$ cat config.mk
export PLATFORM = sky130hd
export DESIGN_NAME = snes_button_events_flat
export DESIGN_NICKNAME = d
export VERILOG_FILES = /design/src/rtl/snes_button_events_if.sv /design/src/rtl/snes_button_events.sv /design/src/flat_wrapper.sv
export SDC_FILE = /design/constraint.sdc
export NUM_CORES = 1
export LEC_CHECK = 0
export CAP_MARGIN = 20
export CORE_UTILIZATION = 65
export CTS_CLUSTER_DIAMETER = 150
export DETAILED_ROUTE_END_ITERATION = 12
export PLACE_DENSITY = 0.84
export RECOVER_POWER = 50
export SYNTH_ARGS = -nofsm -noshare
export SYNTH_HDL_FRONTEND = slang
export SYNTH_SLANG_ARGS = --single-unit
export TNS_END_PERCENT = 100
$ cat constraint.sdc
create_clock -name clk -period 9.55 [get_ports clk]
set_input_delay 1.4325 -clock clk [delete_from_list [all_inputs] [get_ports clk]]
set_output_delay 1.4325 -clock clk [all_outputs]
set_load 0.1 [all_outputs]
$ cat src/rtl/snes_button_events_if.sv
// Bus bundle between the CPU-side logic and snes_button_events.
//   buttons_raw : pressed-button vector from the SNES pad wrapper (1 = pressed)
//   rd_en       : pop the head event
//   clr_ovf     : clear the sticky overflow flag
//   rd_data     : head event {press/release, button_idx[2:0]}, 0 when empty
//   empty/count : FIFO status
//   overflow    : sticky lost-event flag
//   buttons_db  : debounced button levels
interface snes_button_events_if #(
  parameter int unsigned ADDR_W = 3
) ();
  logic [5:0]    buttons_raw;
  logic          rd_en;
  logic          clr_ovf;
  logic [3:0]    rd_data;
  logic          empty;
  logic [ADDR_W:0] count;
  logic          overflow;
  logic [5:0]    buttons_db;

  modport master (
    output buttons_raw, rd_en, clr_ovf,
    input  rd_data, empty, count, overflow, buttons_db
  );

  modport slave (
    input  buttons_raw, rd_en, clr_ovf,
    output rd_data, empty, count, overflow, buttons_db
  );
endinterface

$ cat src/rtl/snes_button_events.sv
// Debounces the six SNES buttons, turns each debounced edge into an event
// code and queues the events in a show-ahead FIFO drained by a read strobe.
// Ports:
//   clk   : system clock
//   reset : asynchronous, active-high; clears all state
//   bus   : snes_button_events_if.slave (raw buttons, read/clear strobes,
//           head event, FIFO status, overflow, debounced levels)
module snes_button_events #(
  parameter int unsigned SAMPLE_DIV     = 50000,
  parameter int unsigned STABLE_SAMPLES = 4,
  parameter int unsigned FIFO_DEPTH     = 8,
  parameter int unsigned ADDR_W         = 3
) (
  input  logic               clk,
  input  logic               reset,
  snes_button_events_if.slave bus
);

  localparam int unsigned NB     = 6;
  localparam int unsigned TICK_W = $clog2(SAMPLE_DIV);
  localparam int unsigned CNT_W  = ADDR_W + 1;
  localparam int unsigned DBC_W  = 4;

  logic [NB-1:0]            sync1, sync2;
  logic [TICK_W-1:0]        tick_cnt, tick_cnt_n;
  logic                     tick;
  logic [NB-1:0][DBC_W-1:0] db_cnt, db_cnt_n;
  logic [NB-1:0]            db, db_n, edge_v;
  logic [NB-1:0]            pend_valid, pend_valid_n;
  logic [NB-1:0]            pend_type, pend_type_n;
  logic [3:0]               mem [FIFO_DEPTH];
  logic [ADDR_W-1:0]        rd_ptr, rd_ptr_n, wr_ptr, wr_ptr_n;
  logic [CNT_W-1:0]         count_q, count_n;
  logic                     empty_q, empty_n;
  logic                     ovf_q, ovf_n, ovf_set;
  logic [3:0]               rd_data_q, rd_data_n;
  logic                     push, pop;
  logic [2:0]               push_idx;
  logic [3:0]               push_data;

  // Sample tick: one-cycle pulse when the free-running divider wraps.
  always_comb begin
    tick       = (tick_cnt == TICK_W'(SAMPLE_DIV - 1));
    tick_cnt_n = tick ? '0 : tick_cnt + TICK_W'(1);
  end

  // Per-button debounce: flip only after STABLE_SAMPLES consecutive differing ticks.
  always_comb begin
    db_n     = db;
    db_cnt_n = db_cnt;
    edge_v   = '0;
    for (int i = 0; i < int'(NB); i++) begin
      if (tick) begin
        if (sync2[i] == db[i]) begin
          db_cnt_n[i] = '0;
        end else if (db_cnt[i] == DBC_W'(STABLE_SAMPLES - 1)) begin
          db_n[i]     = sync2[i];
          db_cnt_n[i] = '0;
          edge_v[i]   = 1'b1;
        end else begin
          db_cnt_n[i] = db_cnt[i] + DBC_W'(1);
        end
      end
    end
  end

  // Pick the lowest-index pending button; push only if there is room before any pop.
  always_comb begin
    push_idx = '0;
    for (int i = int'(NB) - 1; i >= 0; i--) begin
      if (pend_valid[i]) push_idx = 3'(i);
    end
    push      = (|pend_valid) && (count_q < CNT_W'(FIFO_DEPTH));
    push_data = {pend_type[push_idx], push_idx};
    pop       = bus.rd_en && (count_q != '0);
  end

  // Pending slots, overflow and FIFO bookkeeping.
  always_comb begin
    pend_valid_n = pend_valid;
    pend_type_n  = pend_type;
    ovf_set      = 1'b0;
    if (push) pend_valid_n[push_idx] = 1'b0;
    for (int i = 0; i < int'(NB); i++) begin
      if (edge_v[i]) begin
        // A slot still holding an unqueued event loses it to the new edge.
        if (pend_valid_n[i]) ovf_set = 1'b1;
        pend_valid_n[i] = 1'b1;
        pend_type_n[i]  = db_n[i];
      end
    end
    ovf_n = ovf_set || (ovf_q && !bus.clr_ovf);

    rd_ptr_n = pop  ? rd_ptr + ADDR_W'(1) : rd_ptr;
    wr_ptr_n = push ? wr_ptr + ADDR_W'(1) : wr_ptr;
    case ({push, pop})
      2'b10:   count_n = count_q + CNT_W'(1);
      2'b01:   count_n = count_q - CNT_W'(1);
      default: count_n = count_q;
    endcase
    empty_n = (count_n == '0);

    // Registered show-ahead head; bypass the entry being written when it becomes the head.
    if (count_n == '0)                     rd_data_n = 4'h0;
    else if (push && (rd_ptr_n == wr_ptr)) rd_data_n = push_data;
    else                                   rd_data_n = mem[rd_ptr_n];
  end

  // State registers.
  always_ff @(posedge clk or posedge reset) begin
    if (reset) begin
      sync1      <= '0;
      sync2      <= '0;
      tick_cnt   <= '0;
      db_cnt     <= '0;
      db         <= '0;
      pend_valid <= '0;
      pend_type  <= '0;
      rd_ptr     <= '0;
      wr_ptr     <= '0;
      count_q    <= '0;
      empty_q    <= 1'b1;
      ovf_q      <= 1'b0;
      rd_data_q  <= '0;
      for (int i = 0; i < int'(FIFO_DEPTH); i++) mem[i] <= '0;
    end else begin
      sync1      <= bus.buttons_raw;
      sync2      <= sync1;
      tick_cnt   <= tick_cnt_n;
      db_cnt     <= db_cnt_n;
      db         <= db_n;
      pend_valid <= pend_valid_n;
      pend_type  <= pend_type_n;
      rd_ptr     <= rd_ptr_n;
      wr_ptr     <= wr_ptr_n;
      count_q    <= count_n;
      empty_q    <= empty_n;
      ovf_q      <= ovf_n;
      rd_data_q  <= rd_data_n;
      if (push) mem[wr_ptr] <= push_data;
    end
  end

  assign bus.rd_data    = rd_data_q;
  assign bus.empty      = empty_q;
  assign bus.count      = count_q;
  assign bus.overflow   = ovf_q;
  assign bus.buttons_db = db;

endmodule

$ cat src/flat_wrapper.sv
// flat-port wrapper written by rule: the top's interface ports become plain ports
module snes_button_events_flat 
#(
  parameter int unsigned SAMPLE_DIV     = 50000,
  parameter int unsigned STABLE_SAMPLES = 4,
  parameter int unsigned FIFO_DEPTH     = 8,
  parameter int unsigned ADDR_W         = 3
)
  (clk, reset, bus_buttons_raw, bus_rd_en, bus_clr_ovf, bus_rd_data, bus_empty, bus_count, bus_overflow, bus_buttons_db);
  snes_button_events_if #(.ADDR_W(ADDR_W)) bus_i ();
  input  logic clk;
  input  logic reset;
  input wire logic [$bits(bus_i.buttons_raw)-1:0] bus_buttons_raw;
  input wire logic [$bits(bus_i.rd_en)-1:0] bus_rd_en;
  input wire logic [$bits(bus_i.clr_ovf)-1:0] bus_clr_ovf;
  output wire logic [$bits(bus_i.rd_data)-1:0] bus_rd_data;
  output wire logic [$bits(bus_i.empty)-1:0] bus_empty;
  output wire logic [$bits(bus_i.count)-1:0] bus_count;
  output wire logic [$bits(bus_i.overflow)-1:0] bus_overflow;
  output wire logic [$bits(bus_i.buttons_db)-1:0] bus_buttons_db;
  assign bus_i.buttons_raw = bus_buttons_raw;
  assign bus_i.rd_en = bus_rd_en;
  assign bus_i.clr_ovf = bus_clr_ovf;
  assign bus_rd_data = bus_i.rd_data;
  assign bus_empty = bus_i.empty;
  assign bus_count = bus_i.count;
  assign bus_overflow = bus_i.overflow;
  assign bus_buttons_db = bus_i.buttons_db;
  snes_button_events #(.SAMPLE_DIV(SAMPLE_DIV), .STABLE_SAMPLES(STABLE_SAMPLES), .FIFO_DEPTH(FIFO_DEPTH), .ADDR_W(ADDR_W)) u_core (.clk(clk), .reset(reset), .bus(bus_i));
endmodule
# Yosys cells after proc, flatten, opt, wreduce, memory -nomap -nowiden
# Index checks and enable logic that the tools add are counted.
op_classes:
  n_addsub: 11
  n_lt_le_gt_ge: 6
  n_eq_ne: 16
  muxes: 88
  bitwise_logic: 4
  reduce_logical: 11
op_table:
  columns: ["op", "count"]
  rows:
  - ["$mux 4", 17]
  - ["$mux 1", 56]
  - ["$bwmux 32", 1]
  - ["$add 4x1->4 const B", 7]
  - ["$eq 4x2->1 const B", 6]
  - ["$mux 3", 7]
  - ["$add 16x1->16 const B", 1]
  - ["$eq 16x16->1 const B", 1]
  - ["$mux 16", 1]
  - ["$bmux 4 s3", 1]
  - ["$demux 4 s3", 1]
  - ["$ge 4x4->1 const B", 2]
  - ["$not 3->4", 2]
  - ["$pmux 4 s2", 1]
  - ["$add 3x1->3 const B", 2]
  - ["$and 6x6->6", 1]
  - ["$eq 1x1->1", 6]
  - ["$logic_and 1x1->1", 6]
  - ["$mux 6", 1]
  - ["$not 6->6", 1]
  - ["$reduce_or 6->1", 1]
  - ["$logic_not 4->1", 1]
  - ["$lt 3x4->1 const B", 1]
  - ["$lt 4x1->1 const B", 1]
  - ["other kinds (11)", 11]
word_totals:
  regBits: 118
  inputBits: 10
  output_inout_bits: 16
  elab_cells: 167

# Depth between registers and ports, before layout
# Gate-level depths: netlist of run 1.
logic_depth:
  word_depth: 26
  mapped_depth: 12
  ltp_nobuf: 11

# Least setup slack after synthesis of run 1
# Ideal clock, no wire load.
synth_timing:
  kind: "input-to-reg"
  from: "in bus_rd_en"
  to: "reg u_core.rd_data_q[2], in the netlist u_core.bus.rd_data[2]"
  setup_time_ps: 87
  arrival_ps: 3551
  required_time_ps: 9463
  slack_ps: 5913
  stages: 11
  path_buffers: 1
  cell_sequence: "o41ai_4 > inv_4 > clkbuf_1 > ha_1 > inv_1 > fa_1 > xor2_1 > o21ai_0 > nor4b_1 > mux2_2 > a211oi_2"
synth_between:
  elab_cells_between_ends: 14
  classes_between: "eq/ne: 3; mux: 7; bitwise: 1; reduce/logical: 3"
synth_rtl:
  columns: ["element", "line_no", "text"]
  rows:
  - ["start: declaration", "flat_wrapper.sv:14", "input wire logic [$bits(bus_i.rd_en)-1:0] bus_rd_en;"]
  - ["$logic_and 1x1->1 (*)", "snes_button_events.sv:75", "pop = bus.rd_en && (count_q != '0);"]
  - ["$eq 2x1->1 or $eq 2x2->1 (tied branches)", "snes_button_events.sv:96", "case ({push, pop})"]
  - ["$pmux 4 s2 (*)", "snes_button_events.sv:96", null]
  - ["named net u_core.count_n[2]", "snes_button_events.sv:33", "logic [CNT_W-1:0] count_q, count_n;"]
  - ["$logic_not 4->1 (*)", null, null]
  - ["named net u_core.empty_n", "snes_button_events.sv:34", "logic empty_q, empty_n;"]
  - ["$mux 4 (*)", "snes_button_events.sv:104", "if (count_n == '0) rd_data_n = 4'h0;"]
  - ["named net u_core.rd_data_n[2]", "snes_button_events.sv:36", "logic [3:0] rd_data_q, rd_data_n;"]
  - ["end signal: assignment", "snes_button_events.sv:139", "rd_data_q <= rd_data_n;"]
  - ["end: declaration", "snes_button_events.sv:36", null]
# Mark *: on every way through the listed nets, which the timed path passes. The rest lies on a longest branch. The select of a mux whose other input is x is not followed.
# A chain may end at the register's enable or synchronous reset.

# Final worst setup path of run 1
layout_timing:
  from: "in bus_rd_en"
  to: "reg u_core.rd_data_q[2], in the netlist u_core.bus.rd_data[2]"
layout_between:
  elab_cells_between_ends: 14
  classes_between: "eq/ne: 3; mux: 7; bitwise: 1; reduce/logical: 3"
layout_rtl:
  columns: ["element", "line_no"]
  rows:
  - ["$logic_and 1x1->1 (*)", "snes_button_events.sv:75"]
  - ["$eq 2x1->1 or $eq 2x2->1 (tied branches)", "snes_button_events.sv:96"]
  - ["$pmux 4 s2 (*)", "snes_button_events.sv:96"]
  - ["$logic_not 4->1 (*)", null]
  - ["named net u_core.empty_n", "snes_button_events.sv:34"]
  - ["$mux 4 (*)", "snes_button_events.sv:104"]
  - ["named net u_core.rd_data_n[2]", "snes_button_events.sv:36"]
# Marks and branches as above.

==> reports/results.ini, run 1 <==
[outcome]
status = finished with violations
violations = max-capacitance violations, max-slew violations

[route]
antenna_left = 0
viasPerCell = 6.38
drt_pass1_iterations = 6
remaining_drc_errors = 0
finalWirelength_um = 12700
routedWlPerCell_um = 19.1
drt_iter0_markers = 286
vias = 4232

[flow_run]
drv_cap = 1

[synthesis]
seq_area_frac_synth = 0.508
syn_avg_cell_area_um2 = 11.4
synthCells = 512
ys_ff_latch = 118
ys.flop_type = dfrtp_1
yosysWarnings = 0
yosysTopAreaCellShare = 0.503
synth.net_count = 535
async_flop_share = 1.00
synth_largest_area_cell = dfrtp_1
yosysUniqueCellTypes = 56
synth_area_leaders = dfrtp_1 50%, mux2_2 8.7%, mux4_2 4.6%, nand2_1 4.1%, o21ai_0 3.4%
syn-cell-area_um2 = 5820
synth_edf_count = 0

[timing]
slew_viol_final = 40
fin_skew_ns = 0.00865
finalCriticalPeriod_ns = 4.10
tightest_slew_ns = 1.76
setup_violations = 0
fin_tns_setup_ns = 0
hold_viol = 0
slew_headroom = -0.177
finalCritPeriodShare = 0.429
fmax_mhz = 244
whs_ns = 0.350
rsz0062_at_grt = false

[floorplan]
initial_core_util = 0.670
coreArea_um2 = 8680
die_w_um = 96.6
row_count = 34
ioPinCount = 26
dieArea_um2 = 9330
die_h_um = 96.6

[cells_and_area]
drive_above_1_share = 0.182
syn_to_final_growth_pct = 16.5
multi_input_area_um2 = 2720
n_fill_cell = 529
nets = 565
ff_latch_area_um2 = 2950
fin_area_um2 = 6780
antennaDiodeCount = 0

[power]
powerDensity_nw_per_um2 = 233
p_leak_nw = 3.08
intPower_mw = 1.08
net-switching-power_mw = 0.495
power_frac_seq = 0.369
clockPowerShare = 0.431
ir_drop_mv = 0.159
p_comb_frac = 0.200
p_sw_frac = 0.314

[critical_path]
arrival_ns = 4.52
crit_type = primary input to register
cp-start-kind = primary input
endpoint_kind = register
cp_max_fo = 13
r2r_setup_slack_ns = 5.74
worstPathRequired_ns = 9.97

[global_routing]
met1_usage = 0.362
use_met2 = 0.500
grt_pass1_vias = 4290
grt_overflow = 0
grt-busiest-layer = met2
antenna_found_initial = 0
gr-usage-met3 = 0.0759
grt_first_pass_wirelength_um = 20500
grt.total_usage = 0.299
grt_max_degree = 81

[clock_tree]
clockBufferDepth = 2
ctsHoldBuffers = 0
cts_setup_buffers = 0
clockRootBuffer = clkbuf_8
tritoncts = yes
htreeDepth = 4
worstSkewPairLatency_ns = 0.52
path_clk_slew_ns = 0.06
post_cts_resized = 0
cts_buffers = 17
clock-sinks = 118

[placed_design]
hpwlAfterDp_um = 8040
gp_congestion = 0.861
place.port_buffers = 25
place_area_um2 = 6160

[worst_hold_path]
min_path_type = register to register

critical path, cell delays in order:
cell	delay, ns
clkdlybuf4s50_1	0.45
o41ai_4	0.12
clkinvlp_2	0.64
ha_1	0.45
ha_1	0.28
a21o_1	0.18
a21oi_1	0.17
xnor2_1	0.08
nand2b_1	0.12
mux2_2	0.40
a211oi_2	0.18
per-stage QoR:
stage | utilization | cells | worst slack [ns] | power (mW)
6_report | 0.781 | 663 | 5.45 | 1.58
5_1_grt | 0.781 | 663 | 5.26 | 1.63
4_1_cts | 0.783 | 663 | 5.70 | 1.58
3_5_place_dp | 0.710 | 631 | 5.40 | 0.907
3_3_place_gp | 0.710 | 631 | 5.54 | 0.892
2_1_floorplan | - | 512 | 4.99 | 0.840
cell usage after synthesis (all sizes together) (4+ instances only):
cell type,count
dfrtp,117
nand2,64
mux2,45
o21ai,40
nor2,27
xnor2,20
nand3,16
clkbuf,14
a31oi,13
xor2,13
ha,12
inv,12
mux4,12
a21oi,8
nor4,8
a21o,7
nand4,7
and3,6
mux2i,6
nand3b,6
nor3,6
o31ai,6
buf,5
nor2b,5
nor3b,5
nand2b,4
nor4b,4
layout make-up:
type                    count  share of cell area
repair buffers             30              0.0414
flip-flops and latches    118               0.436
multi-input cells         362               0.402
clock buffers              19              0.0652
well taps                 108              0.0199
clock inverters            13              0.0284
inverters                  13             0.00757
routing by layer:
layer / share of wire / vias up
li1: - / 1911
met1: 0.42 / 2112
met2: 0.50 / 170
met3: 0.050 / 39
met4: 0.030 / 0
met5: 0 / -
placed cells by master, fill, tap and decap left out, types with 7 or more instances in the layout:
cell type	Yosys	routed
dfrtp_1	117	117
nand2_1	64	64
mux2_2	45	44
o21ai_0	40	40
nor2_1	27	27
xnor2_1	19	20
clkdlybuf4s50_1	0	18
nand3_1	16	16
clkbuf_16	0	16
a31oi_1	13	13
xor2_1	12	12
mux4_2	12	12
ha_1	12	12
inv_1	11	10
a21oi_1	8	8
nor4_1	7	7
a21o_1	7	7
nand4_1	7	7
dlygate4sd3_1	0	7
cells by family after synthesis:
group / share of synthesized area
compound gates: 0.0947
xor+xnor: 0.0562
buf+inv: 0.0226
mux: 0.146
simple gates: 0.143
fa+ha+maj: 0.0293
flops: 0.508
power groups by stage:
stage | Sequential, mW | Clock, mW | Combinational [mW]
finish | 0.582 | 0.680 | 0.315
global placement | 0.587 | 0 | 0.305
floorplan | 0.625 | 0 | 0.215
global route | 0.586 | 0.706 | 0.339
CTS | 0.582 | 0.685 | 0.318
detailed placement | 0.590 | 0 | 0.317
registers in the layout, summed over array words and instances, names as in the netlist, 4 cells and up:
name                   count
u_core.pend_valid          6
u_core.tick_cnt           16
u_core.sync1               6
u_core.pend_type           6
u_core.bus.rd_data         4
u_core.bus.buttons_db      6
u_core.mem                32
u_core.bus.count           4
u_core.db_cnt             24
u_core.sync2               6
final timing paths:
| path | from | to | depth (start not counted) |
|---|---|---|---|
| setup / recovery | bus_rd_en | u_core.bus.rd_data[2] | 11 |
| hold / removal | u_core.sync1[5] | u_core.sync2[5] | 0 |
| setup reg to reg | u_core.bus.count[3] | u_core.bus.rd_data[2] | 10 |
| hold reg to reg | u_core.sync1[5] | u_core.sync2[5] | 0 |
| max in group asynchronous | reset | u_core.mem[31] | 3 |
| min in group asynchronous | reset | u_core.bus.count[1] | 2 |
Power figures use the tool's default switching activity.
==> run 2, diff against run 1 <==
Settings changed: CORE_UTILIZATION 65 to 55, PLACE_DENSITY 0.84 to 0.75.
Clock period 9.55 ns to 3.67 ns, I/O delays scaled along.
==> run 2 against run 1 <==
Net effect:
- the run still ends with max-capacitance violations, max-slew violations left
- worst setup slack worse by 5.0 ns
- wire length down 8.2%
- flip-flop and latch count unchanged
- sequential share of layout area about the same
- non-clock buffer count up 3
- hold slack worse by 0.0027 ns
- power up 150%
- clock power up 130%
- critical path depth unchanged
- clock-buffer cell count up 4
- cell area up 0.11%
==> reports/results.ini, run 2 (synthesis results as in run 1) <==
[outcome]
status = finished with violations
violations = max-capacitance violations, max-slew violations

[power]
intPower_mw = 2.72
net-switching-power_mw = 1.22
clockPowerShare = 0.402
p_leak_nw = 3.08
ir_drop_mv = 0.449
p_comb_frac = 0.232
p_sw_frac = 0.309
power_frac_seq = 0.366
powerDensity_nw_per_um2 = 580

[timing]
finalCriticalPeriod_ns = 3.23
slew_viol_final = 75
tightest_slew_ns = 1.78
fmax_mhz = 310
fin_skew_ns = 0.00765
fin_tns_setup_ns = 0
rsz0062_at_grt = false
setup_violations = 0
hold_viol = 0
slew_headroom = -0.185
finalCritPeriodShare = 0.879

[global_routing]
grt_first_pass_wirelength_um = 20400
grt.total_usage = 0.237
grt_overflow = 0
grt_pass1_vias = 4266
antenna_found_initial = 0
grt_max_degree = 75

[critical_path]
worstPathRequired_ns = 4.09
cp-start-kind = register
endpoint_kind = register
arrival_ns = 3.65
crit_type = register to register
worstReg2RegStart = u_core.pend_valid[1]
cp_max_fo = 8
critPathLaunch = u_core.pend_valid[1]

[floorplan]
initial_core_util = 0.566
die_w_um = 105
coreArea_um2 = 10300
row_count = 37
dieArea_um2 = 11000
die_h_um = 105
ioPinCount = 26

[route]
finalWirelength_um = 11600
antenna_left = 0
met3_length_um = 409
vias = 4104
routedWlPerCell_um = 16.8
remaining_drc_errors = 0
drt_pass1_iterations = 4
viasPerCell = 5.92
drt-met1-wl_um = 5140
highest-signal-layer = met4
dr_wl_met2_um = 5890
drt_iter0_markers = 233

[cells_and_area]
final_cell_mix = 117 x dfrtp_1, 64 x nand2_1, 45 x mux2_2, 40 x o21ai_0, 27 x nor2_1
fin_area_um2 = 6790
largest_reg_flops = 32
syn_to_final_growth_pct = 16.7
nets = 568
top_regs = u_core.mem (32), u_core.db_cnt (24), u_core.tick_cnt (16)
antennaDiodeCount = 0
drive_above_1_share = 0.187
n_fill_cell = 777
largest-register = u_core.mem
final_common_cell = dfrtp_1

[placed_design]
place.port_buffers = 25
gp_congestion = 0.863
place_area_um2 = 6230
hpwlAfterDp_um = 8050

[clock_tree]
worstSkewPairLatency_ns = 0.51
clockRootBuffer = clkbuf_8
htreeDepth = 4
tritoncts = yes
cts_buffers = 17
clock-sinks = 118
path_clk_slew_ns = 0.06
cts_setup_buffers = 0
ctsHoldBuffers = 0
post_cts_resized = 0
clockBufferDepth = 2

[worst_hold_path]
min_path_type = register to register
min_from = u_core.sync1[3]

[flow_run]
drv_cap = 1

-- run 2: layer usage --
| layer | global-route usage | vias up |
|---|---|---|
| met2 | 0.392 | 87 |
| met1 | 0.303 | 2075 |
| met3 | 0.0630 | 16 |
| met5 | 0 | - |
| li1 | - | 1926 |
| met4 | 0.0845 | 0 |
-- run 2: final cells by class --
type                            count  area [µm²]  share of cell area
Timing Repair Buffer               33         304              0.0448
Sequential cell                   118        2950               0.435
Multi-Input combinational cell    362        2730               0.402
Inverter                           13        52.6             0.00774
Tap cell                          136         170              0.0251
Clock inverter                      8        97.6              0.0144
Clock buffer                       23         477              0.0703
-- run 2: worst paths after layout --
check | end | slack, ns | cells past startpoint
min in group asynchronous | u_core.mem[27] | 0.64 | 2
max reg2reg | u_core.bus.rd_data[2] | 0.44 | 11
max | u_core.bus.rd_data[2] | 0.44 | 11
min | u_core.sync2[3] | 0.35 | 0
min reg2reg | u_core.sync2[3] | 0.35 | 0
max in group asynchronous | u_core.tick_cnt[11] | 0.83 | 3
-- run 2: through the flow --
step,total power [mW],instances,worst slack [ns],util,hold slack (ns)
6_report,3.93,693,0.445,0.660,0.347
5_1_grt,4.10,693,0.183,0.660,0.360
4_1_cts,3.98,693,0.457,0.662,0.349
3_5_place_dp,2.39,662,0.399,0.606,0.337
3_3_place_gp,2.35,662,0.526,0.606,0.333
2_1_floorplan,2.19,512,0.154,-,0.331
-- run 2: worst max-delay path, cell delays in order (launching register included) --
cell and delay [ns]:
dfrtp_1 0.44, nor4_1 0.44, a21oi_1 0.23, clkinv_1 0.24, ha_1 0.28, inv_1 0.09, fa_1 0.38, xor2_1 0.17
o21ai_0 0.29, nor4_1 0.11, mux2_2 0.33, a211oi_2 0.14
-- run 2: power groups by stage --
| stage | Sequential [mW] | Combinational [mW] | Clock, mW |
|---|---|---|---|
| after global placement | 1.46 | 0.890 | 0 |
| final | 1.44 | 0.912 | 1.58 |
| after floorplan | 1.63 | 0.560 | 0 |
| after detailed placement | 1.46 | 0.924 | 0 |
| after global routing | 1.45 | 0.979 | 1.67 |
| after CTS | 1.44 | 0.925 | 1.61 |
